### config.mk
export PLATFORM = sky130hd
export DESIGN_NAME = sr_cmd_gen
export DESIGN_NICKNAME = d
export VERILOG_FILES = /design/src/rtl/sr_cmd_gen.sv
export SDC_FILE = /design/constraint.sdc
export NUM_CORES = 1
export LEC_CHECK = 0
export CAP_MARGIN = 20
export CELL_PAD_IN_SITES_DETAIL_PLACEMENT = 0
export CELL_PAD_IN_SITES_GLOBAL_PLACEMENT = 2
export CORE_ASPECT_RATIO = 1.2
export CORE_UTILIZATION = 33
export CTS_BUF_LIST = sky130_fd_sc_hd__clkbuf_2 sky130_fd_sc_hd__clkbuf_4 sky130_fd_sc_hd__clkbuf_8
export DETAILED_ROUTE_END_ITERATION = 8
export PLACE_DENSITY = 0.94
export SYNTH_ARGS = -nofsm -noshare
export SYNTH_HDL_FRONTEND = slang
export SYNTH_SLANG_ARGS = --single-unit
### constraint.sdc
create_clock -name clk -period 3.1 [get_ports clk]
set_clock_uncertainty 0.2 [all_clocks]
set_input_delay 0.775 -clock clk [delete_from_list [all_inputs] [get_ports clk]]
set_output_delay 0.775 -clock clk [all_outputs]
set_load 0.03 [all_outputs]
### src/rtl/sr_cmd_gen.sv
// Debounced set/reset pulse generator for a downstream SR flop, with
// immediate force commands and a wrapping pulse counter.
module sr_cmd_gen #(
    parameter int unsigned STABLE_CYCLES = 4
) (
    input  logic       clk,
    input  logic       rst,
    input  logic       din,
    input  logic       force_set,
    input  logic       force_clr,
    output logic       s,
    output logic       r,
    output logic       state,
    output logic       busy,
    output logic [7:0] pulse_cnt
);

    typedef enum logic [1:0] {
        IDLE,
        CHECK,
        FIRE
    } fsm_t;

    localparam logic [3:0] CNT_LAST = 4'(STABLE_CYCLES - 1);

    fsm_t       fsm, fsm_n;
    logic [3:0] cnt, cnt_n;
    logic       tgt, tgt_n;
    logic       state_n;
    logic [7:0] pulse_cnt_n;
    logic       s_n, r_n, busy_n;

    always_ff @(posedge clk) begin
        if (rst) begin
            fsm       <= IDLE;
            cnt       <= '0;
            tgt       <= 1'b0;
            s         <= 1'b0;
            r         <= 1'b0;
            state     <= 1'b0;
            busy      <= 1'b0;
            pulse_cnt <= '0;
        end else begin
            fsm       <= fsm_n;
            cnt       <= cnt_n;
            tgt       <= tgt_n;
            s         <= s_n;
            r         <= r_n;
            state     <= state_n;
            busy      <= busy_n;
            pulse_cnt <= pulse_cnt_n;
        end
    end

    always_comb begin
        fsm_n       = fsm;
        cnt_n       = cnt;
        tgt_n       = tgt;
        state_n     = state;
        pulse_cnt_n = pulse_cnt;
        case (fsm)
            IDLE, CHECK: begin
                if (force_set) begin
                    fsm_n = FIRE;
                    tgt_n = 1'b1;
                    cnt_n = '0;
                end else if (force_clr) begin
                    fsm_n = FIRE;
                    tgt_n = 1'b0;
                    cnt_n = '0;
                end else if (din == state) begin
                    fsm_n = IDLE;
                    cnt_n = '0;
                end else if (fsm == IDLE) begin
                    fsm_n = CHECK;
                    cnt_n = 4'd1;
                end else if (cnt == CNT_LAST) begin
                    fsm_n = FIRE;
                    tgt_n = din;
                    cnt_n = '0;
                end else begin
                    cnt_n = cnt + 4'd1;
                end
            end
            FIRE: begin
                state_n     = tgt;
                pulse_cnt_n = pulse_cnt + 8'd1;
                fsm_n       = IDLE;
                cnt_n       = '0;
            end
            default: begin
                fsm_n = IDLE;
                cnt_n = '0;
            end
        endcase
        // Pulse outputs are registered from the next state so s/r coincide with FIRE.
        s_n    = (fsm_n == FIRE) && tgt_n;
        r_n    = (fsm_n == FIRE) && !tgt_n;
        busy_n = (fsm_n != IDLE);
    end

endmodule

# Word level (Yosys, flattened, before mapping)
# Cells that the tools add are included.
# W data, S select, Z words.
[classes]
addsub = 2
mul = 0
n_div = 0
order_cmp = 0
n_eq_ne = 5
n_shift = 0
muxes = 14
n_bitwise = 1
n_reduce_logical = 8
[op_table]
columns = ["cell", "count"]
rows = [
  ["$mux W2", 6],
  ["$add A8 B1 Y8 const B", 1],
  ["$mux W1", 8],
  ["$reduce_or A7 Y1", 1],
  ["$reduce_or A5 Y1", 1],
  ["$add A4 B1 Y4 const B", 1],
  ["$eq A2 B2 Y1 const B", 2],
  ["$eq A4 B2 Y1 const B", 1],
  ["$eq A2 B1 Y1 const B", 1],
  ["$logic_and A1 B1 Y1", 2],
  ["$logic_not A2 Y1", 1],
  ["$reduce_bool A2 Y1", 1],
  ["$reduce_or A2 Y1", 1],
  ["$eq A1 B1 Y1", 1],
  ["$logic_not A1 Y1", 1],
  ["$not A1 Y1", 1],
]
[word_totals]
regBits = 19
latch_bits = 0
ram_bits = 0
mem_bits_ro = 0
out_inout_bits = 12
word_cells = 39
n_memories = 0

# Depth between registers and ports, before layout
[logic_depth]
depth_word = 9
mapped_depth = 5

# Least setup slack after synthesis
# OpenSTA, ideal clock, no wires.
[synth_path]
path_kind = "input to register"
start = "input port force_set"
end = "register cnt[2]"
setup_time_ns = 0.064
t_arrival_ns = 1.601
t_required_ns = 2.836
path_slack_ns = 1.235
stages = 4
cell_sequence = "nor4_2 -> nand2_1 -> or3_4 -> nor2_1"
[synth_via]
elab_chain_cells = 1
[synth_lines]
columns = ["item", "line_no", "rtl"]
rows = [
  ["from (decl)", "9", "input logic force_set,"],
  ["$reduce_or A7 Y1 (no source line)", "n/a", ""],
  ["to (signal assigned)", "45", "cnt <= cnt_n;"],
  ["to (decl)", "27", "logic [3:0] cnt, cnt_n;"],
]
# Every way passes these cells.
# A chain may end at the register's enable or synchronous reset.

# Worst setup path in the final report
[layout_path]
start = "register state"
end = "output port state"
[layout_lines]
columns = ["item", "line_no", "rtl"]
rows = [
  ["from (decl)", "13", "output logic state,"],
  ["from (signal assigned)", "49", "state <= state_n;"],
]
# No word-level cell between the ends.

==> results_dict.tcl <==
set metrics [dict create \
    status "finished, final reports clean" \
    rsz0062_at_grt "false" \
    r2r_end "r" \
    power_switching_uw 107 \
    area_growth_syn_to_layout_pct 29.0 \
    critPathArrivalTime_ns 1.43 \
    via_count 623 \
    drc 0 \
    clock_latency_ns 0.28 \
    yosysWarnings 0 \
    globalRouteOverflowTotal 0 \
    die_w_um 46.5 \
    dieArea_mm2 0.00258 \
    ys_top_cells_by_area "dfxtp_1 (48%), nor2_1 (8.6%), xor2_1 (5.6%)" \
    worst_hold_slack_ns 0.329 \
    cts_resized 0 \
    max_freq_mhz 415 \
    initial_utilization 0.344 \
    pwr_density_cell_mw_per_mm2 440 \
    path_buf_inv 1 \
    drive_above_1_share 0.0777 \
    slowest_stage "clkdlybuf4s50_1" \
    max-slew-margin-rel 0.668 \
    yosys-top-cells-count "dfxtp_1 (19), nor2_1 (18), nand2_1 (5), xor2_1 (5), xnor2_1 (4)" \
    yosys.area.top_type "dfxtp_1" \
    post-place-ws_ns 0.659 \
    gp_congestion 0.766 \
    slew_violations 0 \
    hold_path_depth 2 \
    dp_hpwl_um 1050 \
    drtAntennaViolNets 0 \
    drt_pass1_iterations 2 \
    ir_worst_vdd_v 0.000279 \
    power.leakage_nw 0.368 \
    num_antenna_cells 0 \
    max_stage_delay_ns 0.71 \
    switching_share 0.240 \
    cp-start-kind "flip-flop" \
    synth_nets 91 \
    port_buffers 16 \
    synth_most_common_cell "dfxtp_1" \
    coreArea_mm2 0.00228 \
    pin_count 17 \
    crit_required_ns 2.12 \
    comb_power_share 0.130 \
    routed_wl_um 1360 \
    synth_edf_count 0 \
    setup-tns-final_ns 0 \
    nFillCells 244 \
    clockBufferDepth 2 \
    fin_cells 134 \
    fin_ws_ns 0.691 \
    synth-async-reset-ratio 0 \
    cts_setup_buffers 0 \
    finalSetupViolCount 0 \
    rr_startpoint "cnt[0]" \
    end_kind "output port" \
    post_synth.cell_area_avg_um2 9.35 \
    p_clk_frac 0.284 \
    dp.cells 130 \
    ys_seq_area_frac 0.484 \
    synth_flop_cell "dfxtp_1" \
    crit_family "buffers and inverters" \
    root_buffer "clkbuf_4" \
    r2r_slack_ns 1.34 \
    hold_end "pulse_cnt[7]" \
    layout.nets 111 \
    rows 19 \
    seqPwrFrac 0.586 \
    via_per_inst 4.65 \
    worst_pin_slew_ns 0.497 \
    synth_area_um2 786 \
    wl_per_cell_um 10.1 \
    grt_pass1_wl_um 2390 \
    cts_sinks 19 \
    die_h_um 55.5 \
    clkTransAtPathRegs_ns 0.10 \
    postLayoutCoreUtil 0.444 \
    p_int_uw 339 \
    yosysTopAreaCellShare 0.484 \
    cts_tree "yes" \
    hold_viol 0 \
    grt_pass1_vias 582 \
    antenna_found_initial 0 \
    cts_made_buffers 3 \
    hp-class "reg2reg" \
    crit_chain "clkdlybuf4s50_1" \
    crit_type "reg2out" \
    min_from "pulse_cnt[7]" \
    grt_usage 0.123 \
    synth_cells 84 \
    yosys_register_bits 19 \
    min_period_over_period 0.777 \
    htree_levels 1 \
    rr_worst_depth 5 \
    synth_cell_types 27 \
    dr.first_iter.drc_count 7 \
    cts_hold_buf 0 \
    cap_violations 0 \
    crit_fanout 5 \
    grt_max_degree 12 \
    min_period_ns 2.41 \
]
## layer usage
layer | track usage | share of wire | vias up
met5 | 0 | 0 | -
met4 | 0.0504 | 0 | 0
met3 | 0.0392 | 0.044 | 0
li1 | - | - | 323
met1 | 0.159 | 0.46 | 289
met2 | 0.185 | 0.49 | 11
## kinds of logic (layout without fill, tap and decap cells)
family          Yosys count  count (layout)  synth area share
compound gates            7               7            0.0557
xor+xnor                  9               9             0.100
buf+inv                   4              23            0.0207
flops                    19              19             0.484
fa+ha+maj                 2               2            0.0318
simple gates             41              41             0.282
mux                       2               2            0.0255
## power groups by stage
| stage | clock network (mW) | logic (mW) | registers [mW] |
|---|---|---|---|
| 2_1_floorplan | 0 | 0.0233 | 0.278 |
| 3_3_place_gp | 0 | 0.0577 | 0.267 |
| 3_5_place_dp | 0 | 0.0587 | 0.267 |
| 4_1_cts | 0.133 | 0.0589 | 0.262 |
| 5_1_grt | 0.143 | 0.0634 | 0.263 |
| 6_report | 0.127 | 0.0581 | 0.261 |
## worst max path at each step
stage                       startpoint            to  cells after the start
after detailed placement     force_set        cnt[2]                      5
after CTS                        state         state                      1
final                            state         state                      1
after global routing      pulse_cnt[3]  pulse_cnt[3]                      1
after floorplan              force_set        cnt[2]                      4
after global placement       force_set        cnt[3]                      5
## metrics by stage
stage / power, mW / area [µm²]
CTS: 0.454 / 1010
detailed placement: 0.326 / 983
global placement: 0.325 / 983
finish: 0.446 / 1010
global route: 0.469 / 1010
floorplan: 0.301 / 786
## placed cells by master, fill, tap and decap left out, types with 2 or more instances in the layout
master           synthesis  routed
xor2_1                   5       5
o21ai_0                  2       2
clkdlybuf4s50_1          0      16
nor3_1                   2       2
or3_1                    2       2
dfxtp_1                 19      19
nand4_1                  3       3
xnor2_1                  4       4
nor2_1                  18      18
ha_1                     2       2
mux2i_1                  2       2
nand2_1                  5       5
a21oi_1                  2       2
inv_1                    2       2
clkbuf_4                 0       4
nor2b_1                  3       3
## tightest hold or removal path, stage by stage, from the launching register on
cell and delay [ns]:
dfxtp_1 0.35, xnor2_1 0.07, nor2_1 0.07
## state kept, by name, summed over array words and instances (netlist names)
signal,cells
s,1
pulse_cnt,8
cnt,4
r,1
state,1
tgt,1
busy,1
fsm,2
## area by class of cell
class | instances | area, µm² | area share
flip-flops and latches | 19 | 380 | 0.375
clock buffers | 4 | 30.0 | 0.0296
well taps | 31 | 38.8 | 0.0383
multi-input cells | 61 | 389 | 0.384
inverters | 2 | 7.51 | 0.00741
repair buffers | 17 | 168 | 0.165
Power figures use the tool's default switching activity.
